<file path="src/rtl/spi_slave_bus_bridge.sv">
// spi_slave_bus_bridge: oversampled mode-0 SPI slave that turns host frames into sys register bus accesses
module spi_slave_bus_bridge #(
    parameter int RD_LATENCY    = 1,
    parameter bit CS_ACTIVE_LOW = 1'b1
) (
    input  logic        sys_rst_n,
    input  logic        sys_clk,
    input  logic        spi_csn,
    input  logic        spi_sclk,
    input  logic        spi_sdi,
    output logic        spi_sdo,
    output logic        spi_sdo_en,
    output logic        sys_sel,
    output logic        sys_wr_en,
    output logic        sys_rd_en,
    output logic [7:0]  sys_waddr,
    output logic [15:0] sys_wdata,
    output logic [7:0]  sys_raddr,
    input  logic [15:0] sys_rdata,
    output logic        sys_busy,
    output logic        sys_frame_err
);
    typedef enum logic [2:0] {IDLE, INSTR, WR_DATA, RD_ADDR, RD_WAIT, RD_DATA} state_t;
    state_t      state, state_nx;
    logic [2:0]  csn_q, sclk_q, sdi_q;
    logic [3:0]  cnt, cnt_nx;
    logic [7:0]  addr, addr_nx, waddr_nx, raddr_nx;
    logic [14:0] rx, rx_nx;
    logic [15:0] tx, tx_nx, wdata_nx;
    logic [2:0]  lat, lat_nx;
    logic        loaded, loaded_nx, sel_nx, wr_nx, rd_nx, err_nx;
    logic        cs_act, cs_prev, cs_rise, cs_fall, sclk_rise, sclk_fall, sdi;

    assign cs_act     = csn_q[1] ~^ ~CS_ACTIVE_LOW;
    assign cs_prev    = csn_q[2] ~^ ~CS_ACTIVE_LOW;
    assign cs_rise    = cs_act & ~cs_prev;
    assign cs_fall    = ~cs_act & cs_prev;
    assign sclk_rise  = sclk_q[1] & ~sclk_q[2];
    assign sclk_fall  = ~sclk_q[1] & sclk_q[2];
    assign sdi        = sdi_q[2];
    assign sys_busy   = state != IDLE;
    assign spi_sdo_en = loaded && (state == RD_WAIT || state == RD_DATA);
    assign spi_sdo    = spi_sdo_en & tx[15];

    always_ff @(posedge sys_clk or negedge sys_rst_n)
        if (!sys_rst_n) begin
            csn_q         <= '0;
            sclk_q        <= '0;
            sdi_q         <= '0;
            state         <= IDLE;
            cnt           <= '0;
            addr          <= '0;
            rx            <= '0;
            tx            <= '0;
            lat           <= '0;
            loaded        <= 1'b0;
            sys_sel       <= 1'b0;
            sys_wr_en     <= 1'b0;
            sys_rd_en     <= 1'b0;
            sys_waddr     <= '0;
            sys_wdata     <= '0;
            sys_raddr     <= '0;
            sys_frame_err <= 1'b0;
        end else begin
            csn_q         <= {csn_q[1:0], spi_csn};
            sclk_q        <= {sclk_q[1:0], spi_sclk};
            sdi_q         <= {sdi_q[1:0], spi_sdi};
            state         <= state_nx;
            cnt           <= cnt_nx;
            addr          <= addr_nx;
            rx            <= rx_nx;
            tx            <= tx_nx;
            lat           <= lat_nx;
            loaded        <= loaded_nx;
            sys_sel       <= sel_nx;
            sys_wr_en     <= wr_nx;
            sys_rd_en     <= rd_nx;
            sys_waddr     <= waddr_nx;
            sys_wdata     <= wdata_nx;
            sys_raddr     <= raddr_nx;
            sys_frame_err <= err_nx;
        end

    always_comb begin
        state_nx  = state;
        cnt_nx    = cnt;
        addr_nx   = addr;
        rx_nx     = rx;
        tx_nx     = tx;
        lat_nx    = lat;
        loaded_nx = loaded;
        sel_nx    = 1'b0;
        wr_nx     = 1'b0;
        rd_nx     = 1'b0;
        err_nx    = 1'b0;
        waddr_nx  = sys_waddr;
        wdata_nx  = sys_wdata;
        raddr_nx  = sys_raddr;
        if (cs_fall) begin
            state_nx  = IDLE;
            loaded_nx = 1'b0;
            err_nx    = (state inside {INSTR, WR_DATA, RD_DATA}) && cnt != 4'd0;
        end else
            case (state)
                IDLE:
                    if (cs_rise) begin
                        state_nx = INSTR;
                        cnt_nx   = 4'd0;
                    end
                INSTR:
                    if (sclk_rise) begin
                        rx_nx  = {rx[13:0], sdi};
                        cnt_nx = cnt + 4'd1;
                        if (cnt == 4'd7) begin
                            cnt_nx   = 4'd0;
                            addr_nx  = {1'b0, rx[5:0], sdi};
                            state_nx = rx[6] ? RD_ADDR : WR_DATA;
                        end
                    end
                WR_DATA:
                    if (sclk_rise) begin
                        rx_nx  = {rx[13:0], sdi};
                        cnt_nx = cnt + 4'd1;
                        if (cnt == 4'd15) begin
                            sel_nx   = 1'b1;
                            wr_nx    = 1'b1;
                            waddr_nx = addr;
                            wdata_nx = {rx, sdi};
                            addr_nx  = addr + 8'd1;
                        end
                    end
                RD_ADDR: begin
                    sel_nx   = 1'b1;
                    rd_nx    = 1'b1;
                    raddr_nx = addr;
                    lat_nx   = 3'd0;
                    state_nx = RD_WAIT;
                end
                RD_WAIT:
                    if (lat == 3'(RD_LATENCY)) begin
                        tx_nx     = sys_rdata;
                        loaded_nx = 1'b1;
                        state_nx  = RD_DATA;
                    end else
                        lat_nx = lat + 3'd1;
                RD_DATA: begin
                    if (sclk_fall && cnt != 4'd0)
                        tx_nx = {tx[14:0], 1'b0};
                    if (sclk_rise) begin
                        cnt_nx = cnt + 4'd1;
                        if (cnt == 4'd15) begin
                            addr_nx  = addr + 8'd1;
                            state_nx = RD_ADDR;
                        end
                    end
                end
                default: state_nx = IDLE;
            endcase
    end
endmodule

</file>
<file path="config.mk">
export PLATFORM = sky130hd
export DESIGN_NAME = spi_slave_bus_bridge
export DESIGN_NICKNAME = d
export VERILOG_FILES = /design/src/rtl/spi_slave_bus_bridge.sv
export SDC_FILE = /design/constraint.sdc
export NUM_CORES = 1
export LEC_CHECK = 0
export ABC_AREA = 1
export CORE_UTILIZATION = 54
export DETAILED_ROUTE_END_ITERATION = 7
export GPL_TIMING_DRIVEN = 0
export PLACE_DENSITY = 0.88
export SLEW_MARGIN = 20
export SYNTH_ARGS = -nofsm -noshare
export SYNTH_HDL_FRONTEND = slang
export SYNTH_SLANG_ARGS = --single-unit
</file>
<file path="constraint.sdc">
create_clock -name sys_clk -period 2.3 [get_ports sys_clk]
set_clock_uncertainty 0.1 [all_clocks]
set_input_delay 0.23 -clock sys_clk [delete_from_list [all_inputs] [get_ports sys_clk]]
set_output_delay 0.23 -clock sys_clk [all_outputs]
set_load 0.02 [all_outputs]
</file>
== Word-level counts from Yosys, hierarchy flattened ==
Cells that the tools add are included.

* Reductions and logical operators: 25
* Equality and inequality tests: 23
* $mul: 0
* Divide/modulo/power cells: 0
* Shift-type cells: 0
* $add $sub $neg: 3
* Order comparisons: 0
* Bitwise logic cells: 10
* Muxes and demuxes: 36

{| class="wikitable"
|+ Operator list
! cell !! count
|-
| 2-to-1 mux 16 bit || 2
|-
| 2-to-1 mux 8 bit || 4
|-
| one-hot mux 16 bit (2 select lines) || 1
|-
| 2-to-1 mux 3 bit || 8
|-
| one-hot mux 3 bit (6 select lines) || 1
|-
| 2-to-1 mux 4 bit || 4
|-
| one-hot mux 8 bit (2 select lines) || 1
|-
| 2-to-1 mux 1 bit || 12
|-
| one-hot mux 4 bit (3 select lines) || 1
|-
| != test 2 x 1 -> 1 bit, second input constant || 5
|-
| nonzero test 2 bit || 5
|-
| != test 3 x 2 -> 1 bit, second input constant || 3
|-
| != test 3 bit, second input constant || 3
|-
| nonzero test 3 bit || 3
|-
| adder 8 x 1 -> 8 bit, second input constant || 1
|-
| != test 2 bit, second input constant || 4
|-
| AND reduction 4 bit || 2
|-
| AND reduction 7 bit || 1
|-
| equality test 3 x 1 -> 1 bit, second input constant || 2
|-
| equality test 3 x 2 -> 1 bit, second input constant || 2
|-
| equality test 3 bit, second input constant || 2
|-
| one-hot mux 3 bit (2 select lines) || 1
|-
| AND reduction 3 bit || 2
|-
| AND reduction 6 bit || 1
|-
| other kinds (14) || 26
|}

* Input port bits: 21
* RAM bits: 0
* Bits in read-only memories: 0
* Latch bits: 0
* Logic and storage cells: 114
* Memories: 0
* Flip-flop bits (word level): 95
* Output and inout port bits: 39

== Longest topological paths before layout ==
* Depth in word-level cells: 5
* Depth in mapped cells: 11
* Mapped depth without buffers: 11

== Least setup slack after synthesis ==
OpenSTA, ideal clock, no wires.

* Path type: reg2reg
* Start point: reg csn_q[1]
* End point: reg sys_waddr[2]
* Required time: 2.069 ns
* Stages on the path, launching flop included: 9
* Arrival: 1.401 ns
* Buffers on the path: 3
* Library setup time: 0.131 ns
* Path slack: 0.669 ns
* Clock period less this slack: 1.631 ns
* Cells stage by stage: dfrtp_1 ha_1 buf_2 nor2_1 nand3_2 buf_4 buf_2 nand2_1 o21ai_0

* Cells in the longest elaborated chain, start to end: 3

{| class="wikitable"
|+ Ends and longest elaborated chain
! item !! line !! source
|-
| start, declared || 25 || <nowiki>logic [2:0] csn_q, sclk_q, sdi_q;</nowiki>
|-
| start signal, assigned || 65 || <nowiki>csn_q <= {csn_q[1:0], spi_csn};</nowiki>
|-
| AND 1 bit || 37 || <nowiki>assign cs_fall = ~cs_act & cs_prev;</nowiki>
|-
| NOT 1 bit (no source line) || - ||
|-
| AND reduction 4 bit (no source line) || - ||
|-
| end signal, assigned || 78 || <nowiki>sys_waddr <= waddr_nx;</nowiki>
|-
| end, declared || 16 || <nowiki>output logic [7:0] sys_waddr,</nowiki>
|}

No other way between the ends.
A chain may end at the register's enable or synchronous reset.

== Final worst setup path ==
* Start point: reg state[1]
* End point: out spi_sdo_en

* Cells in the longest elaborated chain, start to end: 3
* Elaborated cells between the ends (all ways): 4
* Those cells by class: eq/ne (2); reduce/logical (2)

{| class="wikitable"
|+ Ends and longest elaborated chain
! item !! line !! source
|-
| start, declared || 24 || <nowiki>state_t state, state_nx;</nowiki>
|-
| start signal, assigned || 68 || <nowiki>state <= state_nx;</nowiki>
|-
| equality test 3 bit || 42 || <nowiki>assign spi_sdo_en = loaded && (state == RD_WAIT || state == RD_DATA);</nowiki>
|-
| logical OR 1 bit (*) || 42 ||
|-
| logical AND 1 bit (*) || 42 ||
|-
| end, declared || 12 || <nowiki>output logic spi_sdo_en,</nowiki>
|}

Every way passes the cells marked *; elsewhere a longest branch is shown, timed or not.

==> run summary <==
The run finished with clean final reports. In this run the post-CTS setup repair buffer count came out at 0. The synthesized netlist contains 30 unique library cells. After synthesis, the largest family of logic cells by area is simple AND/OR/NAND/NOR gates. The part of the total power dissipated in sequential elements is 0.467. In this run, synthesis produced a sequential element count of 95.

The number of design rule violations left after detail routing is 0, and the number of failing setup endpoints in the final timing report is 0. The detailed router finished its first iteration with 259 violations. The first global-routing pass estimated 16100 microns of wire. The logs give 0.6819 for the worst slew margin relative to its limit and 0.297 for the portion of total power attributed to combinational logic. The region available for standard cell placement spans 7727 sq um. The library cell contributing the largest single delay on the critical path was clkdlybuf4s50_1.

For the number of hold violations in the final report, the log shows 0. The full die area is 8327 sq um, and the post-synth net total is 537. The total global routing track utilization is 0.2460. The detailed-route vias per instance is 5.210, and the effective utilization at floorplan is 0.5567.

Entering global routing, the biggest net connects 73 pins. The average cell area after synthesis was 8.451 sq um. Clock-pin slew on the worst setup and hold paths: 90 ps. The initialized floorplan defines 32 standard-cell rows. The number of antenna violations at the first check in global routing was 0; the worst-case setup margin in the final layout was 128.5 ps. Leaving out fill and tap cells, the most frequent cells in the layout are 160 x nand2_1, 95 x dfrtp_1, 78 x o21ai_0. The tools report the buffer type at the clock tree root as clkbuf_8. The most common library cell in the layout ignoring fill and taps is nand2_1. The worst setup path is launched from a register. TritonCTS built the clock tree. The count of input and output buffers is 59, and the switching part of the total power is 0.3573. The wire length per cell after detailed routing is 13.97 microns, and the max-cap check violation count is 0. The share of the core filled with cells was 0.6805. The growth of design area from synthesis to finish came out at 22.25%. The share of cells above drive strength 1 is 0.07863, and the mux contribution to synthesized area is 0. The maximum ir drop on the vdd rail is 543.5 uV. In this run the worst hold path is classified as input pin to asynchronous set/reset pin.

After routing the design area is 5259 sq um. The logs give 2 for the number of buffers on the longest clock path and 0.8589 for the final estimated routing congestion in global placement. The tools report the number of global-route vias before repair as 3624. The tools report the internal power consumption as 3.011 mW.

The XOR/XNOR share of the synthesized area was 0.008144. Summing all placed instances gives a cell area of 5049 sq um. At the worst endpoint, the required time is 1970 ps. Setup repair after global routing left no endpoint under its margin. The routed design could run at a clock period as short as 2172 ps. The TritonCTS buffer count is 9, and the detailed-route via count is 3579. Summing every instance area after synthesis gives 4302 sq um. Estimated wirelength of the detail-placed design: 6807 microns. The run gives 2.533 nW as the static power due to leakage.

The floorplan die height works out to 91.25 microns. The highest cell delay on the worst timing path works out to 620 ps. Counting tap cells, the placed design contains a total of 671 instances.

For the final-report max-slew violation count, the log shows 0. The run gives 1.674 mW as the switching component of the power. CTS saw 95 sinks. The floorplan step set the die width to 91.25 microns. The adder-cell area share of the yosys netlist was 0.02036; the number of routed nets with antenna violations was 0. The logs give 0.236 for the clock network fraction of total power and 0 for the total inserted antenna cells. STA classifies the critical path endpoint as an output pin.

The compound-cell area share of the yosys netlist was 0.1187. STA puts the critical path data arrival time at 1840 ps. The final layout contains routed wiring with a total length of 9596 microns.

Based on the critical path, the design can be clocked at up to 460.5 MHz. The largest fanout on the critical path was 7. Excluding fillers, the count of instances in the completed layout stands at 687. The worst setup path is of the register to output pin kind. The ratio of total power to cell area works out to 890.8 nW/um^2.

The tools report the insertion delay to the later sink of the worst-skew pair as 370 ps. The post-synthesis simple-gate area fraction came out at 0.2176. The cell count after synthesis is 509, and the I/O pin count is 60.

Before antenna repair, the detailed router went through 5 iterations. The logs give 0.5526 for the sequential area share after synthesis and 160 ps for the flop-to-flop setup slack. At the end of the flow, the number of nets in the layout was 609. The count of synthesis-stage warnings from yosys was 0; the transition time at the pin with the least slew margin was 472.8 ps.

The worst slack at placement was 229.0 ps. The clock tree synthesis step divided the H-tree into 3 levels. Walking the worst path, the cells encountered are buf_4 > inv_2 > nand2_1 > nor2_1 > clkdlybuf4s50_1. The share of the cycle needed by the critical path after routing works out to 0.9441. Total grt overflow: 0.
-- stage by stage --
stage | hold WS, ps | setup TNS [ps] | power (mW)
2_1_floorplan | -165.6 | 0 | 3.116
3_3_place_gp | 233.0 | -230580 | 3.504
3_5_place_dp | -0.5796 | 0 | 3.588
4_1_cts | 178.7 | 0 | 4.689
5_1_grt | 199.1 | 0 | 4.958
6_report | 162.6 | 0 | 4.685
-- synth_stat cells --
library cell	number	area, sq um
inv_2	3	11.26
nor2_4	1	11.26
a21oi_2	1	8.760
o21ai_2	1	8.760
a21oi_1	3	15.01
o21ai_0	78	390.4
nor3_1	3	15.01
buf_4	4	30.03
buf_6	1	11.26
clkinv_1	1	3.750
nand2_1	160	600.6
nor2_1	25	93.84
nand3_4	2	35.03
nand3_1	19	95.09
nand3_2	2	20.02
a31oi_1	1	6.260
nand2_2	1	6.260
nor4_1	1	6.260
nor2_2	1	6.260
clkbuf_1	7	26.28
a21oi_4	1	16.27
o21ai_1	13	65.06
ha_1	7	87.58
inv_1	61	229.0
dfrtp_1	95	2377
buf_2	7	35.03
nand2_4	3	33.78
nand4_1	2	12.51
xor2_1	4	35.03
clkinv_4	1	8.760
-- state kept, by name, indices dropped and copies added, names as in the netlist --
signal         cells
sys_rd_en          1
sys_raddr          8
state              3
lat                3
sclk_q             3
csn_q              3
rx                15
sdi_q              3
loaded             1
addr               8
sys_sel            1
sys_waddr          8
cnt                4
sys_wr_en          1
tx                16
sys_wdata         16
sys_frame_err      1
-- power groups by stage --
stage          registers (mW)  clock network [mW]  logic, mW
3_3_place_gp             2.20                   0       1.31
5_1_grt                  2.22                1.17       1.56
3_5_place_dp             2.21                   0       1.38
2_1_floorplan            2.22                   0      0.894
6_report                 2.19                1.11       1.39
4_1_cts                  2.18                1.11       1.39
-- critical path, delay by kind of cell (launching register included) --
kind,cells,cell delay (ps)
buffers and inverters,3,880
flip-flops,1,370
AND/OR/NAND/NOR,2,220
-- cell families after synthesis --
logic type,Yosys count
and+or+nand+nor,220
adders and majority gates,7
xor gates and xnor gates,4
DFF,95
AOI/OAI and AO/OA,98
buffers and inverters,85
-- worst paths after layout --
| kind | depth (start not counted) | startpoint | to |
|---|---|---|---|
| max | 5 | state[1] | spi_sdo_en |
| min | 2 | sys_rst_n | sys_wdata[2] |
| max reg2reg | 7 | csn_q[2] | sys_raddr[3] |
| min reg2reg | 0 | sclk_q[0] | sclk_q[1] |
| max in group asynchronous | 3 | sys_rst_n | tx[12] |
| min in group sys_clk | 1 | spi_sclk | sclk_q[0] |
-- routing by layer --
metal,part of all wire,global-route usage
met1,0.42,0.3145
met2,0.52,0.4122
met3,0.039,0.03183
met4,0.025,0.1257
met5,0,0
-- timing repair --
action	CTS	global route
endpoints found under the setup margin	0	2
resized for setup	0	2
endpoints found under the hold margin	95	0
hold buffers	1	0
-- layout make-up --
cell class	count	area, sq um
clock inverter	5	57.56
timing repair buffer	61	634.4
fill	594	2469
multi-input combinational	329	1569
sequential	95	2377
inverter	66	252.7
buffer	19	102.6
tap	102	127.6
clock buffer	10	137.6
Power figures use the tool's default switching activity.
